==> src/rtl/imem_fetch.sv <==
// Instruction fetch unit: walks a 64-word instruction memory and buffers
// fetched words with their byte addresses in a two-entry queue.
module imem_fetch #(
    parameter int N     = 64,
    parameter int DEPTH = 2
) (
    input  logic         clk,
    input  logic         reset,
    output logic [5:0]   imem_addr,
    input  logic [31:0]  imem_q,
    input  logic         branch_i,
    input  logic [N-1:0] branch_target_i,
    output logic [31:0]  instr_o,
    output logic [N-1:0] pc_o,
    output logic         valid_o,
    input  logic         ready_i,
    output logic         halt_o
);

    localparam logic [31:0] HALT_WORD = 32'hb400001f;
    localparam logic [1:0]  FULL      = 2'(DEPTH);

    logic [N-1:0] pc;
    logic [1:0]   count;
    logic         halt;
    logic [31:0]  q_instr [2];
    logic [N-1:0] q_pc    [2];

    logic         head;
    logic         pop;
    logic         push;

    // Outputs are forced to zero while reset is held, even mid-operation.
    assign head      = (count != 2'd0) && !reset;
    assign imem_addr = reset ? 6'd0 : pc[7:2];
    assign valid_o   = head && !branch_i;
    assign instr_o   = head ? q_instr[0] : 32'd0;
    assign pc_o      = head ? q_pc[0] : '0;
    assign halt_o    = halt && !reset;

    assign pop  = valid_o && ready_i;
    assign push = ((count < FULL) || pop) && !halt && !branch_i && !reset;

    always_ff @(posedge clk) begin
        if (reset) begin
            pc    <= '0;
            count <= 2'd0;
            halt  <= 1'b0;
        end else if (branch_i) begin
            pc    <= branch_target_i & ~N'(3);
            count <= 2'd0;
            halt  <= 1'b0;
        end else begin
            if (push) begin
                pc <= pc + N'(4);
                if (imem_q == HALT_WORD)
                    halt <= 1'b1;
            end
            unique case ({push, pop})
                2'b10: count <= count + 2'd1;
                2'b01: count <= count - 2'd1;
                default: ;
            endcase
        end
    end

    // Storage needs no reset: count alone decides which entries are live.
    always_ff @(posedge clk) begin
        unique case ({push, pop})
            2'b10: begin
                q_instr[count[0]] <= imem_q;
                q_pc[count[0]]    <= pc;
            end
            2'b01: begin
                q_instr[0] <= q_instr[1];
                q_pc[0]    <= q_pc[1];
            end
            2'b11: begin
                if (count == 2'd2) begin
                    q_instr[0] <= q_instr[1];
                    q_pc[0]    <= q_pc[1];
                    q_instr[1] <= imem_q;
                    q_pc[1]    <= pc;
                end else begin
                    q_instr[0] <= imem_q;
                    q_pc[0]    <= pc;
                end
            end
            default: ;
        endcase
    end

endmodule

==> config.mk <==
export PLATFORM = sky130hd
export DESIGN_NAME = imem_fetch
export DESIGN_NICKNAME = d
export VERILOG_FILES = /design/src/rtl/imem_fetch.sv
export SDC_FILE = /design/constraint.sdc
export NUM_CORES = 1
export LEC_CHECK = 0
export CAP_MARGIN = 20
export CORE_ASPECT_RATIO = 1.25
export CORE_MARGIN = 4
export CORE_UTILIZATION = 47
export CTS_CLUSTER_SIZE = 12
export DETAILED_ROUTE_END_ITERATION = 6
export HOLD_SLACK_MARGIN = 0.1
export PLACE_DENSITY_LB_ADDON = 0.3
export SYNTH_ARGS = -nofsm -noshare
export SYNTH_HDL_FRONTEND = slang
export SYNTH_SLANG_ARGS = --single-unit
==> constraint.sdc <==
create_clock -name clk -period 11.3 [get_ports clk]
set_clock_uncertainty 0.05 [all_clocks]
set_input_delay 1.695 -clock clk [delete_from_list [all_inputs] [get_ports clk]]
set_output_delay 1.695 -clock clk [all_outputs]
set_load 0.01 [all_outputs]
==> run summary <==
CTS Hold Bufs - 0
Gate Count Post-Synth - 995
Top delay family on crit path - buffers and inverters
Post-Layout Cell Count - 1520
post-DR wirelength/cell - 19.8 um
Clock Sink Count - 253
top post-synthesis cells by count - edfxtp_1, and2_1, mux2_2
CTS tree - done
DRT antenna net count - 0
largest net degree at the start of global routing - 74
Total Nets Final - 1275
vias in the first global route - 8379
row cnt - 64
PD cells - 137 mW/mm^2
diodes inserted - 0
Core Area - 0.0247 sq mm
crit-path cells - buf_2 > buf_4 > nor2_1 > nand3_1 > buf_4 > inv_1 > ha_1 > nand2_1 > nor2_1 > nor2_4 > buf_4 > mux2_2
Worst EP required - 11.50 ns
cts repair resizes - 0
Slew headroom - 0.354
CP max-delay cell - buf_4
CTS clk-pin slew, worst paths - 0.06 ns
routed vias - 8839
Clock Path Buffers - 3
RSZ-0062 raised after global routing - false
CP Launch Type - primary input
Crit path top cell by count - buf_4
Yosys top cell area share - 0.477
mean area per synthesized cell - 11.9 sq um
worst-path fanout max - 67
worst min path class - flop to flop
Comb pwr share - 0.076
final hold violation count - 0
Post-Layout Inst Area - 0.0149 sq mm
Worst setup EP type - flop
Layout area overhead - 26.2%
sw frac - 0.221
internal power - 1.60 mW
antenna violations before repair - 0
status - completed
post-CTS setup buffers - 0
Starting Density - 0.480
Slew Viols, Final - 0
DRC - 0
total grt overflow - 0
maximum clock rate - 184 MHz
H-tree Lvls - 1
Peak VDD IR - 0.000104 V
Post-synth EDFFs - 188
setup ws final - 5.86 ns
Synth cell types - 61
top cell type by total area after synthesis - edfxtp_1
Util after Layout - 0.606
router iterations before antenna repair - 6
Ys Warns - 0
crit share post-route - 0.482
Die W - 150 um
drt via density - 5.82
Reg power frac - 0.527
Die Y - 185 um
Max Cap Viol - 0
global-route wire length before repair - 46700 um
Synth Flop Type - edfxtp_1
TritonCTS Buffers - 26
IO Pins - 204
sum of negative setup slack - 0 ns
DP Cell Count - 1472
# setup viols final - 0
flop and latch count out of synthesis - 253
Switch Pwr - 0.453 mW
root buffer cell - clkbuf_16
synth top area cells - edfxtp_1, dfxtp_1, mux2_2, and2_1, nand2_1
Routability Congestion - 0.858
most common cell in the synthesized netlist - edfxtp_1
Leakage - 5.00 nW
share of post-route cells with drive strength above 1 - 0.133
Placed Area - 0.0141 sq mm
CP Class - primary input to flop
area of the mapped netlist - 0.0118 sq mm
drt initial violations - 703
Final HPWL DP - 20100 um
dpl ws - 5.35 ns
Buf+Inv Stages, Crit Path - 5
Worst Path Arrival - 5.65 ns
power share of the clock group - 0.397
all-layer global routing usage - 0.211
CP peak stage delay - 0.81 ns
Worst-Margin Slew - 0.960 ns
Fin Hold WS - 0.478 ns
IO buf count - 199
die area - 0.0278 sq mm
Async SR Flop Fraction - 0
final WL - 30100 um
latest clock arrival within the worst-skew pair - 0.54 ns
Final Power - 2.05 mW
crit path time final - 5.44 ns
sequential-to-total area share from yosys stat - 0.587
power by group through the flow:
stage | sequential, mW | combinational, mW | clock, mW
final | 1.08 | 0.156 | 0.816
after CTS | 1.08 | 0.157 | 0.831
after detailed placement | 1.10 | 0.156 | 0
after floorplan | 1.09 | 0.0866 | 0
after global placement | 1.10 | 0.153 | 0
after global routing | 1.09 | 0.170 | 0.863
layer usage:
layer / GRT usage / share of wire / up-vias
li1: - / - / 4139
met1: 0.284 / 0.40 / 4250
met2: 0.357 / 0.49 / 397
met3: 0.0324 / 0.079 / 53
met4: 0.0601 / 0.028 / 0
met5: 0 / 0 / -
cell families after synthesis:
group                    count (synthesis)  share of synthesized area
flip-flops                             253                      0.587
AO/OA/AOI/OAI                          149                     0.0842
adder cells (fa/ha/maj)                  4                    0.00423
buffers and inverters                   78                     0.0261
AND/OR/NAND/NOR                        396                      0.194
multiplexers                            98                     0.0928
XOR/XNOR                                16                     0.0118
other                                    1                   0.000317
layout make-up:
| type | count | area [sq um] |
|---|---|---|
| sequential | 253 | 6950 |
| clock inverter | 4 | 55.1 |
| clock buffer | 43 | 754 |
| tap | 330 | 413 |
| inverter | 12 | 45.0 |
| timing repair buffer | 213 | 2110 |
| multi-input combinational | 665 | 4630 |
| fill | 2042 | 9710 |
final timing paths:
path                                     to  cells past startpoint     start  slack (ns)
worst max-delay path             q_pc[0][2]                     12  branch_i        5.86
worst min-delay path            q_pc[1][30]                      0    pc[30]        0.48
worst max register to register   q_pc[0][2]                     10      halt        6.85
worst min register to register  q_pc[1][30]                      0    pc[30]        0.48
layout by cell type, fill, tap and decap left out, types with 12 or more instances in the layout:
| cell type | instances |
|---|---|
| clkdlybuf4s50_1 | 197 |
| edfxtp_1 | 188 |
| and2_1 | 107 |
| mux2_2 | 94 |
| nand2_1 | 68 |
| dfxtp_1 | 65 |
| nand3_1 | 42 |
| nor2_1 | 38 |
| nand4_1 | 32 |
| a31oi_1 | 30 |
| a21oi_1 | 29 |
| o211ai_1 | 27 |
| clkbuf_16 | 26 |
| or4_1 | 21 |
| nor4_1 | 17 |
| o21ai_0 | 14 |
| clkbuf_1 | 13 |
| buf_4 | 13 |
| nor3_1 | 12 |
| or3_1 | 12 |
| xor2_1 | 12 |
sequential cells by signal, summed over array words and instances (netlist names):
register,cells
count,2
halt,1
pc,62
q_instr,64
q_pc,124
No activity file was read; power rests on OpenSTA's default activity.
